--- config.mk ---
export PLATFORM = sky130hd
export DESIGN_NAME = regfile_wb_arbiter_flat
export DESIGN_NICKNAME = d
export VERILOG_FILES = /design/src/rtl/regfile_wb_arbiter_pkg.sv /design/src/rtl/regfile_wb_arbiter_if.sv /design/src/rtl/regfile_wb_arbiter_wb_scoreboard.sv /design/src/rtl/regfile_wb_arbiter.sv /design/src/flat_wrapper.sv
export SDC_FILE = /design/constraint.sdc
export NUM_CORES = 1
export LEC_CHECK = 0
export ABC_AREA = 1
export BUFFER_PORTS_ARGS = -buffer_cell sky130_fd_sc_hd__buf_2
export CELL_PAD_IN_SITES_DETAIL_PLACEMENT = 1
export CELL_PAD_IN_SITES_GLOBAL_PLACEMENT = 1
export CORE_ASPECT_RATIO = 1.1
export CORE_UTILIZATION = 41
export DETAILED_ROUTE_END_ITERATION = 8
export PLACE_DENSITY = 0.84
export SETUP_SLACK_MARGIN = 0.15
export SLEW_MARGIN = 20
export SYNTH_ARGS = -nofsm -noshare
export SYNTH_HDL_FRONTEND = slang
export SYNTH_SLANG_ARGS = --single-unit
--- constraint.sdc ---
create_clock -name clk -period 18.1 [get_ports clk]
set_input_delay 1.81 -clock clk [delete_from_list [all_inputs] [get_ports clk]]
set_output_delay 1.81 -clock clk [all_outputs]
set_load 0.01 [all_outputs]
--- src/rtl/regfile_wb_arbiter_pkg.sv ---
// Shared constants and types for the register-file writeback arbiter.
// Source-select encoding and the scoreboard popcount helper live here.
package regfile_wb_arbiter_pkg;

    localparam int DATA_W = 32;
    localparam int ADDR_W = 5;
    localparam int NREG   = 32;
    localparam int CNT_W  = 6;

    localparam logic [ADDR_W-1:0] ZERO_REG = '0;

    typedef enum logic {
        SRC_A = 1'b0,
        SRC_B = 1'b1
    } src_e;

    function automatic logic [CNT_W-1:0] popcount(
        input logic [NREG-1:0] v
    );
        logic [CNT_W-1:0] c;
        c = '0;
        for (int i = 0; i < NREG; i++) begin
            c = c + CNT_W'(v[i]);
        end
        return c;
    endfunction

endpackage

--- src/rtl/regfile_wb_arbiter_if.sv ---
// One writeback source channel: valid/ready handshake plus
// destination register and data.
interface regfile_wb_arbiter_if;
    import regfile_wb_arbiter_pkg::*;

    logic              valid;
    logic              ready;
    logic [ADDR_W-1:0] rd;
    logic [DATA_W-1:0] data;

    modport master (
        output valid,
        output rd,
        output data,
        input  ready
    );

    modport slave (
        input  valid,
        input  rd,
        input  data,
        output ready
    );

endinterface

--- src/rtl/regfile_wb_arbiter_wb_scoreboard.sv ---
// Pending-write scoreboard: one bit per register, set on issue,
// cleared on regfile commit; bit 0 is hardwired to zero.
module regfile_wb_arbiter_wb_scoreboard
    import regfile_wb_arbiter_pkg::*;
(
    input  logic              clk,
    input  logic              rst_n,
    input  logic              issue_valid,
    input  logic [ADDR_W-1:0] issue_reg,
    output logic              issue_ready,
    input  logic              clr_en,
    input  logic [ADDR_W-1:0] clr_reg,
    input  logic [ADDR_W-1:0] rs1,
    input  logic [ADDR_W-1:0] rs2,
    input  logic [ADDR_W-1:0] chk_reg,
    output logic              rs1_pending,
    output logic              rs2_pending,
    output logic              chk_pending,
    output logic [CNT_W-1:0]  pending_count
);

    logic [NREG-1:0] bits;
    logic [NREG-1:0] bits_nxt;
    logic            issue_zero;
    logic            set_en;

    assign issue_zero  = (issue_reg == ZERO_REG);
    assign issue_ready = ~bits[issue_reg] | issue_zero;
    assign set_en      = issue_valid & issue_ready & ~issue_zero;

    assign rs1_pending = bits[rs1];
    assign rs2_pending = bits[rs2];
    assign chk_pending = bits[chk_reg];

    always_comb begin
        bits_nxt = bits;
        if (clr_en) begin
            bits_nxt[clr_reg] = 1'b0;
        end
        if (set_en) begin
            bits_nxt[issue_reg] = 1'b1;
        end
        bits_nxt[0] = 1'b0;
    end

    // count tracks the next vector so it lands in the same cycle
    always_ff @(posedge clk or negedge rst_n) begin
        if (!rst_n) begin
            bits          <= '0;
            pending_count <= '0;
        end else begin
            bits          <= bits_nxt;
            pending_count <= popcount(bits_nxt);
        end
    end

endmodule

--- src/rtl/regfile_wb_arbiter.sv ---
// Round-robin arbiter of ALU/load writebacks onto the single
// registered regfile write port, with pending-write scoreboard.
module regfile_wb_arbiter
    import regfile_wb_arbiter_pkg::*;
(
    input  logic                 clk,
    input  logic                 rst_n,
    regfile_wb_arbiter_if.slave  a,
    regfile_wb_arbiter_if.slave  b,
    input  logic                 issue_valid,
    input  logic [ADDR_W-1:0]    issue_reg,
    output logic                 issue_ready,
    input  logic [ADDR_W-1:0]    rs1,
    input  logic [ADDR_W-1:0]    rs2,
    output logic                 rs1_pending,
    output logic                 rs2_pending,
    output logic                 RegWrite,
    output logic [ADDR_W-1:0]    WriteRegister,
    output logic [DATA_W-1:0]    WriteData,
    output logic [CNT_W-1:0]     pending_count,
    output logic                 err_unexpected
);

    src_e              prio;
    logic              grant_a;
    logic              grant_b;
    logic              hs;
    logic [ADDR_W-1:0] win_reg;
    logic [DATA_W-1:0] win_data;
    logic              win_pending;

    assign grant_a = a.valid & (~b.valid | (prio == SRC_A));
    assign grant_b = b.valid & (~a.valid | (prio == SRC_B));

    assign a.ready = grant_a;
    assign b.ready = grant_b;

    assign hs       = grant_a | grant_b;
    assign win_reg  = grant_b ? b.rd   : a.rd;
    assign win_data = grant_b ? b.data : a.data;

    always_ff @(posedge clk or negedge rst_n) begin
        if (!rst_n) begin
            prio           <= SRC_A;
            RegWrite       <= 1'b0;
            WriteRegister  <= '0;
            WriteData      <= '0;
            err_unexpected <= 1'b0;
        end else begin
            RegWrite <= hs & (win_reg != ZERO_REG);
            if (hs) begin
                WriteRegister <= win_reg;
                WriteData     <= win_data;
            end
            // only contention moves the pointer, toward the loser
            if (a.valid & b.valid) begin
                prio <= grant_a ? SRC_B : SRC_A;
            end
            if (hs & (win_reg != ZERO_REG) & ~win_pending) begin
                err_unexpected <= 1'b1;
            end
        end
    end

    regfile_wb_arbiter_wb_scoreboard u_wb_scoreboard (
        .clk           (clk),
        .rst_n         (rst_n),
        .issue_valid   (issue_valid),
        .issue_reg     (issue_reg),
        .issue_ready   (issue_ready),
        .clr_en        (RegWrite),
        .clr_reg       (WriteRegister),
        .rs1           (rs1),
        .rs2           (rs2),
        .chk_reg       (win_reg),
        .rs1_pending   (rs1_pending),
        .rs2_pending   (rs2_pending),
        .chk_pending   (win_pending),
        .pending_count (pending_count)
    );

endmodule
--- src/flat_wrapper.sv ---
// flat-port wrapper written by rule: the top's interface ports become plain ports
module regfile_wb_arbiter_flat import regfile_wb_arbiter_pkg::*;
  (clk, rst_n, issue_valid, issue_reg, issue_ready, rs1, rs2, rs1_pending, rs2_pending, RegWrite, WriteRegister, WriteData, pending_count, err_unexpected, a_valid, a_rd, a_data, a_ready, b_valid, b_rd, b_data, b_ready);
  regfile_wb_arbiter_if a_i ();
  regfile_wb_arbiter_if b_i ();
  input  logic clk;
  input  logic rst_n;
  input  logic issue_valid;
  input  logic [ADDR_W-1:0] issue_reg;
  output logic issue_ready;
  input  logic [ADDR_W-1:0] rs1;
  input  logic [ADDR_W-1:0] rs2;
  output logic rs1_pending;
  output logic rs2_pending;
  output logic RegWrite;
  output logic [ADDR_W-1:0] WriteRegister;
  output logic [DATA_W-1:0] WriteData;
  output logic [CNT_W-1:0] pending_count;
  output logic err_unexpected;
  input wire logic [$bits(a_i.valid)-1:0] a_valid;
  input wire logic [$bits(a_i.rd)-1:0] a_rd;
  input wire logic [$bits(a_i.data)-1:0] a_data;
  output wire logic [$bits(a_i.ready)-1:0] a_ready;
  input wire logic [$bits(b_i.valid)-1:0] b_valid;
  input wire logic [$bits(b_i.rd)-1:0] b_rd;
  input wire logic [$bits(b_i.data)-1:0] b_data;
  output wire logic [$bits(b_i.ready)-1:0] b_ready;
  assign a_i.valid = a_valid;
  assign a_i.rd = a_rd;
  assign a_i.data = a_data;
  assign a_ready = a_i.ready;
  assign b_i.valid = b_valid;
  assign b_i.rd = b_rd;
  assign b_i.data = b_data;
  assign b_ready = b_i.ready;
  regfile_wb_arbiter u_core (.clk(clk), .rst_n(rst_n), .a(a_i), .b(b_i), .issue_valid(issue_valid), .issue_reg(issue_reg), .issue_ready(issue_ready), .rs1(rs1), .rs2(rs2), .rs1_pending(rs1_pending), .rs2_pending(rs2_pending), .RegWrite(RegWrite), .WriteRegister(WriteRegister), .WriteData(WriteData), .pending_count(pending_count), .err_unexpected(err_unexpected));
endmodule
## Yosys cells after proc, flatten, opt, wreduce, memory -nomap -nowiden

Index checks and enable logic that the tools add are counted.
Widths: inputs -> output; s select.

- Muxes and demuxes: 17
- Add/subtract/negate cells: 30
- Reduce and logical (&&, ||, !) cells: 4
- Bitwise logic cells: 20
- $lt $le $gt $ge: 7

Operator list:

| operator | count |
|---|---|
| $add 6x1->6 | 25 |
| $mux 32 | 3 |
| $and 32x32->32 | 1 |
| $not 32->32 | 1 |
| $or 32x32->32 | 1 |
| $lt 5x6->1 const B | 5 |
| $bmux 1 s5 | 4 |
| $demux 1 s5 | 2 |
| $ge 5x1->1 const B | 2 |
| $and 1x1->1 | 7 |
| $mux 1 | 7 |
| $add 5x1->6 | 1 |
| $not 1->1 | 6 |
| $add 4x1->5 | 1 |
| $logic_not 5->1 | 1 |
| $mux 5 | 1 |
| $reduce_bool 5->1 | 1 |
| $add 3x1->4 | 1 |
| $or 1x1->1 | 4 |
| $add 2x1->3 | 1 |
| $add 1x1->2 | 1 |
| $logic_and 1x1->1 | 2 |

- Input port bits: 94
- Register bits after elaboration: 77
- Logic and storage cells: 85
- Output and inout bits: 50

## Longest topological paths before layout

- Depth in word-level cells: 39
- Mapped depth: 28
- Depth with buffers taken out: 25

## Modules after synthesis

Synthesis repeated with hierarchy kept, for this count alone.

- Cell total of the unflattened synthesis: 827
- Area, all modules: 5794.3 µm²

Modules (own cells, without submodules):

| module | cells each | area each (µm²) | sequential area each (µm²) | times used |
|---|---|---|---|---|
| regfile_wb_arbiter_wb_scoreboard | 593 | 3891.2 | 925.9 | 1 |
| regfile_wb_arbiter | 234 | 1903.1 | 1001.0 | 1 |

## Worst setup path after synthesis

No wires, ideal clock.

- Path type: input-to-reg
- Start: in issue_reg[1]
- End: reg u_core.u_wb_scoreboard.pending_count[4]
- Path buffers: 3
- Library setup time: 0.079 ns
- Cell stages on the path: 26
- Arrival: 7.398 ns
- Path slack: 10.622 ns
- Data required time: 18.021 ns
- Cells stage by stage: nor2_1 -> inv_1 -> buf_4 -> o22ai_1 -> o21ai_0 -> o21ai_0 -> nor2_1 -> nand2_1 -> nor2_1 -> buf_6 -> buf_6 -> nand3_1 -> nand2_1 -> fa_1 -> inv_1 -> fa_1 -> fa_1 -> inv_1 -> fa_1 -> inv_1 -> fa_1 -> fa_1 -> fa_1 -> fa_1 -> o21ai_0 -> xor2_1

- Elaborated cells between the ends (all ways): 45
- Those cells by class: add/sub: 30; order compare: 2; mux: 5; bitwise: 6; reduce/logical: 2

RTL lines:

| element | line | RTL |
|---|---|---|
| start: declaration | flat_wrapper.sv:9 | `input logic [ADDR_W-1:0] issue_reg;` |
| $bmux 1 s5 | regfile_wb_arbiter_wb_scoreboard.sv:28 | `assign issue_ready = ~bits[issue_reg] \| issue_zero;` |
| $mux 1 (not written as such) | regfile_wb_arbiter_wb_scoreboard.sv:28 |  |
| $not 1->1 | regfile_wb_arbiter_wb_scoreboard.sv:28 |  |
| $or 1x1->1 | regfile_wb_arbiter_wb_scoreboard.sv:28 |  |
| $and 1x1->1 (2 in series) | regfile_wb_arbiter_wb_scoreboard.sv:29 | `assign set_en = issue_valid & issue_ready & ~issue_zero;` |
| $mux 32 (*) | regfile_wb_arbiter_wb_scoreboard.sv:40 | `if (set_en) begin` |
| named net u_core.u_wb_scoreboard.bits_nxt[18] | regfile_wb_arbiter_wb_scoreboard.sv:23 | `logic [NREG-1:0] bits_nxt;` |
| $add 6x1->6 (*) (14 in series) | regfile_wb_arbiter_pkg.sv:23 | `c = c + CNT_W'(v[i]);` |
| end signal: assignment | regfile_wb_arbiter_wb_scoreboard.sv:53 | `pending_count <= popcount(bits_nxt);` |
| end: declaration | regfile_wb_arbiter_wb_scoreboard.sv:19 | `output logic [CNT_W-1:0] pending_count` |

The timed path passes the listed nets; every way through them passes the cells marked *. The select of a mux whose other input is x is not followed.
A chain may end at the register's enable or synchronous reset.

## Final worst setup path

- Start: in issue_reg[1]
- End: reg u_core.u_wb_scoreboard.pending_count[4]

- Elaborated cells between the ends (all ways): 45
- Those cells by class: add/sub: 30; order compare: 2; mux: 5; bitwise: 6; reduce/logical: 2

RTL lines:

| element | line |
|---|---|
| $bmux 1 s5 | regfile_wb_arbiter_wb_scoreboard.sv:28 |
| $mux 1 (not written as such) | regfile_wb_arbiter_wb_scoreboard.sv:28 |
| $not 1->1 | regfile_wb_arbiter_wb_scoreboard.sv:28 |
| $or 1x1->1 | regfile_wb_arbiter_wb_scoreboard.sv:28 |
| $and 1x1->1 (2 in series) | regfile_wb_arbiter_wb_scoreboard.sv:29 |
| $mux 32 (*) | regfile_wb_arbiter_wb_scoreboard.sv:40 |
| named net u_core.u_wb_scoreboard.bits_nxt[16] | regfile_wb_arbiter_wb_scoreboard.sv:23 |
| $add 6x1->6 (*) (16 in series) | regfile_wb_arbiter_pkg.sv:23 |

Marked as above.

==> qor.txt <==
status - finished, final reports clean
mean area per synthesized cell - 7.20 um2
leading area contributor after synthesis - dfrtp_1
Filler cells - 1,680
CTS Root Cell - clkbuf_16
top-count cell post-synth - inv_1
Post-Synth Adder-Cell Area - 0.102
antenna violations before repair - 1
crit path capture type - flip-flop
CTS Buf Count - 9
Post-synth EDFFs - 0
fraction of the cycle the final worst path needs - 0.457
minimum clock period - 8.26 ns
hold slack - 0.459 ns
wire per inst - 20.4 um
max cap viols - 0
1st-iter DRT viols - 462
Rows - 43
clock transition at the registers of the reported paths - 0.06 ns
grt ovf - 0
Critical Path Start Type - input pin
IO Port Bufs - 143
Post-Route WL - 21.1 mm
Final Max Tran Viols - 0
CP required - 18.37 ns
CTS tree - done
RR Endpoint - u_core.u_wb_scoreboard.pending_count[4]
Hold Path Depth - 2
worst hold path type - reg -> reg
Main synth FF type - dfrtp_1
count of different cell masters after synthesis - 28
r2r setup slk - 11.27 ns
cts hold-fix bufs - 0
Detailed Place HPWL - 15.9 mm
gr usage total - 0.322
DR pass1 iterations - 5
Post-Synth Simple-Gate Area - 0.198
final RePlAce weighted congestion - 0.920
initial core utilization - 0.423
Net Count, Synth - 867
mux share of post-synthesis cell area - 0
final setup violation count - 0
pin count of the biggest net entering global routing - 78
vias post-DR - 5,854
Seq cells post-synth - 77
Critical Path AT - 8.54 ns
vias in the first global route - 6,134
Via-to-Cell Ratio - 5.65
fraction of synthesis flops using an asynchronous set or reset pin - 1.00
Layout Nets - 998
FMAX - 121 MHz
first-pass GRT wire length - 33.4 mm
Clock Sinks - 77
num ports - 144
hold_sp - u_core.err_unexpected
clock latency on the worst-skew pair - 0.35 ns
WS Path Type - in -> reg
Max-slew headroom - 0.296
Area Overhead vs Synth - 21.5%
final hold vios - 0
pre-CTS setup slack - 9.62 ns
CTS resizes - 0
H-tree levels - 3
yosys warns - 0
Detail Route Antenna Nets - 0
clk_skew - 0.0108 ns
RSZ-0062 raised after global routing - false
Worst Setup Slack, final - 9.84 ns
DRC viols - 0
die width - 111 um
largest cells by area after synthesis - dfrtp_1 (36%), o21ai_0 (9.7%), a21oi_1 (9.5%)
Setup Total Neg Slack - 0 ns
Hold EP - u_core.err_unexpected
largest family of logic cells by synthesized area - compound AO/OA/AOI/OAI gates
share of post-route cells with drive strength above 1 - 0.192
Synth Area in Compound Gates - 0.223
path depth of the worst reg2reg path - 21
die height - 122 um
Tightest Pin Transition - 1.05 ns
Gate Count Post-Synth - 743
post-CTS setup buffers - 0
Synth top cells by count - inv_1 (116), nand2_1 (115), o21ai_0 (104)
Post-Synth XOR/XNOR Area - 0.00491
sequential element share of the synthesized area - 0.360
crit-path max FO - 21
core box area - 0.0126 mm2
Synth top area share - 0.360
die footprint - 0.0135 mm2
CTS Buffer Depth - 2
Synth Cell Area - 0.00535 mm2
RR Startpoint - u_core.u_wb_scoreboard.bits[27]
-- layer usage --
metal	routed length (um)	global-route usage	share of wire
met3	1280	0.0473	0.061
met2	10600	0.560	0.50
met5	0	0	0
met1	8760	0.406	0.41
met4	556	0.127	0.026
-- registers in the layout, summed over array words and instances, names as in the netlist --
signal / flops
u_core.err_unexpected: 1
u_core.prio: 1
u_core.WriteRegister: 5
u_core.u_wb_scoreboard.bits: 31
u_core.RegWrite: 1
u_core.WriteData: 32
u_core.u_wb_scoreboard.pending_count: 6
-- stage by stage --
stage / utilization / cell area [um2] / std cells
floorplan: - / 5350 / 743
detailed placement: 0.487 / 6160 / 1020
finish: 0.514 / 6500 / 1037
global placement: 0.487 / 6160 / 1020
CTS: 0.514 / 6490 / 1036
global route: 0.514 / 6500 / 1037
-- cells in the final DEF (no fill, tap or decap), drive strengths merged, types with 2 or more instances in the layout --
| cell | synthesis | routed |
|---|---|---|
| a21oi | 101 | 101 |
| buf | 11 | 149 |
| bufinv | 0 | 2 |
| clkbuf | 18 | 11 |
| clkinv | 2 | 3 |
| dfrtp | 77 | 77 |
| fa | 23 | 23 |
| ha | 7 | 7 |
| inv | 117 | 118 |
| nand2 | 115 | 115 |
| nand3 | 58 | 58 |
| nor2 | 60 | 60 |
| nor3 | 20 | 20 |
| o21ai | 106 | 106 |
| o21bai | 2 | 2 |
| o22ai | 15 | 15 |
| o31ai | 2 | 2 |
| or2 | 2 | 2 |
| xor2 | 2 | 2 |
-- critical path: stages --
cell     delay [ns]
buf_2          0.13
inv_1          0.05
nand2_1        0.36
inv_1          0.20
a21oi_1        0.18
o21ai_0        0.09
nor2_1         0.10
nand2_1        0.08
nor2_1         0.45
buf_4          0.36
nand3_1        0.10
nand2_1        0.15
fa_1           0.50
fa_1           0.55
fa_1           0.44
fa_1           0.56
inv_1          0.06
fa_1           0.56
fa_1           0.46
fa_1           0.48
fa_1           0.42
o21ai_0        0.28
xor2_1         0.17
-- final cells by class --
type	count	area, um2	area share
antenna	1	2.50	0.000385
sequential	77	1930	0.296
inverter	119	447	0.0687
timing repair buffer	149	767	0.118
multi-input combinational	518	2830	0.435
clock buffer	11	253	0.0389
clock inverter	5	81.3	0.0125
tap	157	196	0.0302
-- how the worst max path moves through the flow --
stage	startpoint	endpoint	slack [ns]
after global routing	issue_reg[1]	u_core.u_wb_scoreboard.pending_count[4]	9.53
after floorplan	issue_reg[1]	u_core.u_wb_scoreboard.pending_count[4]	10.62
final	issue_reg[1]	u_core.u_wb_scoreboard.pending_count[4]	9.84
after global placement	issue_reg[1]	u_core.u_wb_scoreboard.pending_count[4]	9.82
after detailed placement	issue_reg[1]	u_core.u_wb_scoreboard.pending_count[4]	9.62
after CTS	issue_reg[1]	u_core.u_wb_scoreboard.pending_count[4]	9.88
-- logic make-up (layout without fill, tap and decap cells) --
kind of cell,after synthesis,after routing
simple gates,255,255
flops,77,77
buf+inv,148,284
compound gates,230,230
fa+ha+maj,30,30
other cells,0,1
xor+xnor,3,3
Power is left out: the tool's default activity adds up to more than one toggle a clock period on the data nets, which glitch-free logic cannot reach.
